File: config.mk
export PLATFORM = sky130hd
export DESIGN_NAME = ssp_id_regs_flat
export DESIGN_NICKNAME = d
export VERILOG_FILES = /design/src/rtl/ssp_id_regs_if.sv /design/src/rtl/ssp_id_regs.sv /design/src/flat_wrapper.sv
export SDC_FILE = /design/constraint.sdc
export NUM_CORES = 1
export LEC_CHECK = 0
export ABC_AREA = 1
export BUFFER_PORTS_ARGS = -buffer_cell sky130_fd_sc_hd__buf_2
export CAP_MARGIN = 20
export CORE_ASPECT_RATIO = 1.1
export CORE_MARGIN = 2
export CORE_UTILIZATION = 44
export CTS_CLUSTER_DIAMETER = 100
export DETAILED_ROUTE_END_ITERATION = 7
export HOLD_SLACK_MARGIN = 0.03
export PLACE_DENSITY_LB_ADDON = 0.12
export SLEW_MARGIN = 10
export SYNTH_ARGS = -nofsm -noshare
export SYNTH_HDL_FRONTEND = slang
export SYNTH_SLANG_ARGS = --single-unit
File: constraint.sdc
create_clock -name PCLK -period 1.27 [get_ports PCLK]
set_clock_uncertainty 0.05 [all_clocks]
set_input_delay 0 -clock PCLK [delete_from_list [all_inputs] [get_ports PCLK]]
set_output_delay 0 -clock PCLK [all_outputs]
set_load 0.02 [all_outputs]
File: src/rtl/ssp_id_regs_if.sv
// APB bus bundle for the SSP peripheral ID register window.
// The master drives select, strobe, direction and word address. The slave
// returns read data and ready.
interface ssp_id_regs_if;
    logic        PSEL;
    logic        PENABLE;
    logic        PWRITE;
    logic [9:0]  PADDR;
    logic [31:0] PRDATA;
    logic        PREADY;

    modport master (
        output PSEL, PENABLE, PWRITE, PADDR,
        input  PRDATA, PREADY
    );

    modport slave (
        input  PSEL, PENABLE, PWRITE, PADDR,
        output PRDATA, PREADY
    );
endinterface

File: src/rtl/ssp_id_regs.sv
// SSP peripheral/cell ID registers (byte offsets 0xFE0-0xFFC).
//
// A small capture FSM samples the tie-off Revision bit after reset. Once
// the bit has been stable for four samples, the FSM locks it in. The
// locked value is reported through the PeriphID2 revision nibble.
//
// Optional build macro SSP_ID_CAPTURE_WAIT_EN: a read of 0xFE8 issued
// before the revision bit is locked is held with wait states. The read
// then completes with the locked value. Without the macro, PREADY is
// always 1 and an early read returns the pre-lock nibble.
module ssp_id_regs (
    input  logic         PCLK,
    input  logic         PRESETn,
    ssp_id_regs_if.slave apb,
    input  logic         Revision,
    output logic         RevLocked,
    output logic [3:0]   RevNibble
);

    typedef enum logic [1:0] {
        IDLE   = 2'd0,
        SAMPLE = 2'd1,
        LOCKED = 2'd2
    } captState_t;

    // Word address of byte offset 0xFE8 (PeriphID2).
    localparam logic [9:0] ID2_WORD = 10'h3FA;

    captState_t  state;
    captState_t  nextState;
    logic [1:0]  sameCnt;
    logic [1:0]  nextCnt;
    logic        prevRev;
    logic        nextPrev;
    logic        revCapt;
    logic        nextCapt;
    logic        lockNow;

    logic        idHit;
    logic [7:0]  idValue;
    logic        readSetup;
    logic        waitAccess;

    assign RevLocked = (state == LOCKED);
    assign RevNibble = {3'b001, revCapt};

    // Capture FSM state and sample registers.
    // NOTE: sequential state uses non-blocking assignments, so every flop
    // updates from the same pre-edge values.
    always_ff @(posedge PCLK or negedge PRESETn) begin
        if (!PRESETn) begin
            state   <= IDLE;
            sameCnt <= 2'd0;
            prevRev <= 1'b0;
            revCapt <= 1'b0;
        end else begin
            state   <= nextState;
            sameCnt <= nextCnt;
            prevRev <= nextPrev;
            revCapt <= nextCapt;
        end
    end

    // Capture FSM next-state logic: count repeated equal samples, then lock.
    // NOTE: every output gets a default first, so no path can infer a latch.
    always_comb begin
        nextState = state;
        nextCnt   = sameCnt;
        nextPrev  = prevRev;
        nextCapt  = revCapt;
        lockNow   = 1'b0;
        case (state)
            IDLE: begin
                nextState = SAMPLE;
                nextPrev  = Revision;
                nextCnt   = 2'd0;
            end
            SAMPLE: begin
                if (sameCnt == 2'd3) begin
                    nextState = LOCKED;
                    nextCapt  = prevRev;
                    lockNow   = 1'b1;
                end else begin
                    nextPrev = Revision;
                    nextCnt  = (Revision == prevRev) ? sameCnt + 2'd1 : 2'd0;
                end
            end
            LOCKED: begin
                nextState = LOCKED;
            end
            default: begin
                nextState = IDLE;
            end
        endcase
    end

    // ID map decode for the eight word offsets 0x3F8-0x3FF.
    always_comb begin
        idHit   = (apb.PADDR[9:3] == 7'h7F);
        idValue = 8'h00;
        if (idHit) begin
            case (apb.PADDR[2:0])
                3'd0: idValue = 8'h22;
                3'd1: idValue = 8'h10;
                3'd2: idValue = {RevNibble, 4'h4};
                3'd3: idValue = 8'h00;
                3'd4: idValue = 8'h0D;
                3'd5: idValue = 8'hF0;
                3'd6: idValue = 8'h05;
                3'd7: idValue = 8'hB1;
                default: idValue = 8'h00;
            endcase
        end
    end

    assign readSetup  = apb.PSEL && !apb.PENABLE && !apb.PWRITE;
    assign waitAccess = apb.PSEL && apb.PENABLE && !apb.PWRITE &&
                        (apb.PADDR == ID2_WORD);

`ifdef SSP_ID_CAPTURE_WAIT_EN
    // Stall an early PeriphID2 read until the revision bit is locked.
    // Reset forces ready high regardless of the bus state.
    assign apb.PREADY = !PRESETn || !waitAccess || RevLocked;
`else
    assign apb.PREADY = 1'b1;
`endif

    // Read data register: load in setup, hold in access, clear when idle.
    always_ff @(posedge PCLK or negedge PRESETn) begin
        if (!PRESETn) begin
            apb.PRDATA <= 32'h0;
        end else if (!apb.PSEL) begin
            apb.PRDATA <= 32'h0;
        end else if (!apb.PENABLE) begin
            apb.PRDATA <= readSetup ? {24'h0, idValue} : 32'h0;
`ifdef SSP_ID_CAPTURE_WAIT_EN
        end else if (waitAccess && lockNow) begin
            // Reload with the value being locked on this very edge.
            apb.PRDATA <= {24'h0, 3'b001, prevRev, 4'h4};
`endif
        end
    end

endmodule

File: src/flat_wrapper.sv
// flat-port wrapper written by rule: the top's interface ports become plain ports
module ssp_id_regs_flat 
  (PCLK, PRESETn, Revision, RevLocked, RevNibble, apb_PSEL, apb_PENABLE, apb_PWRITE, apb_PADDR, apb_PRDATA, apb_PREADY);
  ssp_id_regs_if apb_i ();
  input  logic PCLK;
  input  logic PRESETn;
  input  logic Revision;
  output logic RevLocked;
  output logic [3:0] RevNibble;
  input wire logic [$bits(apb_i.PSEL)-1:0] apb_PSEL;
  input wire logic [$bits(apb_i.PENABLE)-1:0] apb_PENABLE;
  input wire logic [$bits(apb_i.PWRITE)-1:0] apb_PWRITE;
  input wire logic [$bits(apb_i.PADDR)-1:0] apb_PADDR;
  output wire logic [$bits(apb_i.PRDATA)-1:0] apb_PRDATA;
  output wire logic [$bits(apb_i.PREADY)-1:0] apb_PREADY;
  assign apb_i.PSEL = apb_PSEL;
  assign apb_i.PENABLE = apb_PENABLE;
  assign apb_i.PWRITE = apb_PWRITE;
  assign apb_i.PADDR = apb_PADDR;
  assign apb_PRDATA = apb_i.PRDATA;
  assign apb_PREADY = apb_i.PREADY;
  ssp_id_regs u_core (.PCLK(PCLK), .PRESETn(PRESETn), .apb(apb_i), .Revision(Revision), .RevLocked(RevLocked), .RevNibble(RevNibble));
endmodule
# Word-level counts from Yosys, hierarchy flattened
# Index checks and enable logic that the tools add are counted.
# totals
ff_bits	38
in_bits	16
wordCells	42
out_inout_bits	38
# op_classes
muxes	12
eq_ne	15
addsub	1
n_reduce_logical	9
# ops
operator	count
32-bit two-way mux	2
8-bit one-hot mux with 8 select lines	1
8-bit two-way mux	2
3-bit == test (second input constant)	4
7-bit == test (second input constant)	1
3-bit by 2-bit == test with 1-bit output (second input constant)	2
2-bit two-way mux	3
2-bit one-hot mux with 3 select lines	1
2-bit == test (second input constant)	2
2-bit inequality test (second input constant)	2
2-bit one-hot mux with 2 select lines	1
2-bit AND reduction	2
3-bit by 1-bit == test with 1-bit output (second input constant)	1
3-bit logical NOT	1
2-bit by 1-bit adder with 2-bit output (second input constant)	1
2-bit by 1-bit == test with 1-bit output (second input constant)	1
1-bit logical AND	2
1-bit logical NOT	2
2-bit logical NOT	1
2-bit by 1-bit inequality test with 1-bit output (second input constant)	1
1-bit one-hot mux with 2 select lines	1
2-bit nonzero test	1
1-bit == test	1
1-bit two-way mux	1

# Longest topological paths before layout
# depth
ltp_word	6
ltp_mapped	7
ltp_nobuf	7

# Least setup slack after synthesis
# No wires, ideal clock.
# synth_timing
kind	register to register
start	register u_core.state[1]
end	register u_core.sameCnt[0]
path_stages_with_launch	6
t_arrival_ps	917
path_buffers	0
period_less_slack_ps	1096
setup_slack_ps	174
required_time_ps	1092
cell_sequence	dfrtp_1 > inv_1 > ha_1 > nand2_2 > nand2_1 > o22ai_1
# synth_via
elab_chain_len	3
word_cells_on_any_way	6
# synth_rtl
item	line_no	text
from (decl)	ssp_id_regs.sv:29	captState_t state;
from (signal assigned)	ssp_id_regs.sv:57	state <= nextState;
2-bit by 1-bit == test with 1-bit output or 2-bit logical NOT (tied branches)	n/a	
2-bit inequality test (no source line) or 2-bit nonzero test (tied branches)	n/a	
2-bit AND reduction (no source line)	n/a	
to (signal assigned)	ssp_id_regs.sv:58	sameCnt <= nextCnt;
to (decl)	ssp_id_regs.sv:31	logic [1:0] sameCnt;
# Parallel ways exist; a longest one is shown, timed or not.
# A chain may end at the register's enable or synchronous reset.

# Worst setup path after layout
# layout_timing
start	register u_core.state[0]
end	output RevLocked
# layout_via
elab_chain_len	1
# layout_rtl
item	line_no	text
2-bit == test	ssp_id_regs.sv:44	assign RevLocked = (state == LOCKED);
to (decl)	flat_wrapper.sv:8	output logic RevLocked;
# Every way passes these cells.

==> flow_metrics.py <==
metrics = {
    "outcome": {
        "status": "finished clean",
    },
    "timing": {
        "timing.fmax_ghz": 0.8494,
        "setup_viol": 0,
        "hold_viol_final": 0,
        "fin_crit_sh": 0.9270,
        "setup_tns_ps": 0,
        "slew_viol_final": 0,
        "layout_setup_ws_ps": 92.69,
        "fin_crit_ps": 1177,
        "grt_setup_unrepaired": "no",
    },
    "route": {
        "ant_nets": 0,
        "viasPerCell": 4.199,
        "first_pass_iters": 4,
        "wirelength_um": 1697,
        "via_count": 802,
        "drc": 0,
        "drtIter0Drc": 8,
        "wl_per_cell_um": 8.885,
    },
    "global_routing": {
        "grt_max_degree": 15,
        "grt_pass1_vias": 658,
        "grt.total_usage": 0.1292,
        "antenna_found_initial": 0,
        "grt_pass1_wl_um": 2539,
        "grt_overflow_total": 0,
    },
    "worst_setup_path": {
        "cp-start-kind": "flop",
        "worst_ep_arrival_time_ps": 1130,
        "setup.worst_path.class": "reg2out",
        "r2r_cells": 5,
        "r2r_start": "u_core.state[0]",
        "startpoint": "u_core.state[0]",
        "r2r_end": "u_core.sameCnt[0]",
        "critical_path_peak_fanout": 3,
        "critPathCaptureType": "primary output",
        "regToRegSetupSlack_ps": 100,
        "critPathRequiredTime_ps": 1220,
    },
    "pwr": {
        "leakage_nw": 0.6838,
        "vdd_drop_max_mv": 1.254,
        "p_per_area_nw_per_um2": 1268,
    },
    "logic_synthesis": {
        "syn_avg_cell_area_um2": 7.517,
        "yosys.cell_types.count": 19,
        "ys.flop_type": "dfrtp_1",
        "post-synth-top-count-cell": "nand2_1",
        "yosys_register_bits": 14,
        "synth.area.top_cells": "dfrtp_1, buf_4, nand2_1",
        "syn_area_um2": 984.7,
        "yosysSeqAreaShare": 0.3558,
        "synth_area_leader_cell": "dfrtp_1",
        "ys_top_cells_by_count": "nand2_1, buf_4, dfrtp_1",
        "yosysWarnings": 0,
        "synth_top_area_share": 0.3558,
        "async_flop_share": 1.000,
        "synth_edf_count": 0,
        "syn_inst": 131,
    },
    "placement": {
        "portBuffers": 25,
        "place_ws_ps": 48.31,
        "dpl.hpwl_um": 1360,
        "routabilityCongestion": 0.8582,
    },
    "clocking": {
        "cts_htree_levels": 1,
        "clockBufferDepth": 2,
        "cts_tree": "done",
        "clockRootBuffer": "clkbuf_4",
        "clock_latency_ps": 270,
        "cts_sinks": 14,
        "clk_pin_slew_ps": 80,
        "cts_buffers": 3,
        "post_cts_buffers": 0,
    },
    "layout": {
        "drive_above_1_share": 0.2454,
        "area_growth_pct": 14.74,
        "num_antenna_cells": 0,
        "fin_nets": 185,
    },
    "floorplan": {
        "die_w_um": 49.11,
        "chipHeight_um": 53.62,
        "start_util": 0.4773,
        "ios": 54,
        "core-area_um2": 2063,
        "core.rowCount": 17,
        "die_area_um2": 2633,
    },
    "job": {
        "drv_cap": 0,
    },
    "hold_path": {
        "min_path_type": "in2reg",
        "worstHoldEndpoint": "u_core.apb.PRDATA[7]",
        "whs_path_depth": 5,
        "holdCritStartpoint": "apb_PADDR[7]",
    },
}
-- stage by stage --
stage          cells  utilization  power, mW  area (um^2)  hold WS (ps)
2_1_floorplan    157            -      1.097         1082        -345.6
3_3_place_gp     181       0.4967      1.131         1025        -140.4
3_5_place_dp     181       0.4967      1.155         1025        -137.8
4_1_cts          191       0.5415      1.414         1117         53.15
5_1_grt          191       0.5476      1.541         1130         73.84
6_report         191       0.5476      1.433         1130         52.49
-- where the power goes --
group / switching (mW) / internal, mW
Combinational: 0.394 / 0.211
Clock: 0.124 / 0.110
Sequential: 0.0631 / 0.531
-- kinds of logic after synthesis --
| family | after synthesis | synth area share |
|---|---|---|
| other | 2 | 0.007627 |
| XOR/XNOR | 1 | 0.008896 |
| buffers and inverters | 45 | 0.2821 |
| adder cells (fa/ha/maj) | 4 | 0.05083 |
| AO/OA/AOI/OAI | 11 | 0.05845 |
| flip-flops | 14 | 0.3558 |
| AND/OR/NAND/NOR | 54 | 0.2363 |
-- sequential cells by signal, indices dropped and copies added, names as in the netlist --
| signal | flops |
|---|---|
| u_core.prevRev | 1 |
| u_core.state | 2 |
| u_core.revCapt | 1 |
| u_core.sameCnt | 2 |
| u_core.apb.PRDATA | 8 |
-- critical path: stages (launching register included) --
cell	delay, ps
dfrtp_1	400
inv_1	100
ha_1	210
buf_2	160
-- worst max path at each step --
stage	endpoint	slack (ps)	cells past startpoint
2_1_floorplan	u_core.sameCnt[0]	170	5
5_1_grt	u_core.sameCnt[0]	5	5
3_3_place_gp	u_core.sameCnt[0]	130	5
3_5_place_dp	u_core.sameCnt[0]	50	5
4_1_cts	u_core.sameCnt[0]	30	5
6_report	RevLocked	90	3
-- layer usage --
metal,routed length [um],vias to the layer above,global-route usage
met5,0,-,0
met4,10,0,0.07143
met3,162,2,0.02500
met2,785,35,0.2365
met1,739,354,0.1436
li1,-,411,-
-- layout by cell type, fill, tap and decap left out --
master / n
o22ai_1: 1
buf_2: 25
nor3_1: 2
nand2_1: 38
o21ai_0: 2
conb_1: 28
inv_1: 10
nand3_1: 6
dfrtp_1: 14
clkbuf_4: 3
dlygate4sd3_1: 7
a21oi_1: 3
o21ai_1: 4
ha_4: 1
xor2_1: 1
a31oi_1: 1
ha_1: 3
inv_2: 6
nor2_2: 2
nand2_2: 1
nor3_2: 2
nor2_1: 3
-- final cells by class --
class	instances	area, um^2
Clock buffer	3	22.52
Sequential cell	14	350.3
Timing Repair Buffer	32	195.2
Multi-Input combinational cell	98	466.7
Fill cell	222	933.4
Tap cell	28	35.03
Inverter	16	60.06
-- timing repair --
item | in CTS | in global routing
hold buffers | 7 | 0
endpoints found under the hold margin | 23 | 0
setup endpoints to repair | 0 | 3
resized for setup | 0 | 3
No activity file was read; power rests on OpenSTA's default activity.
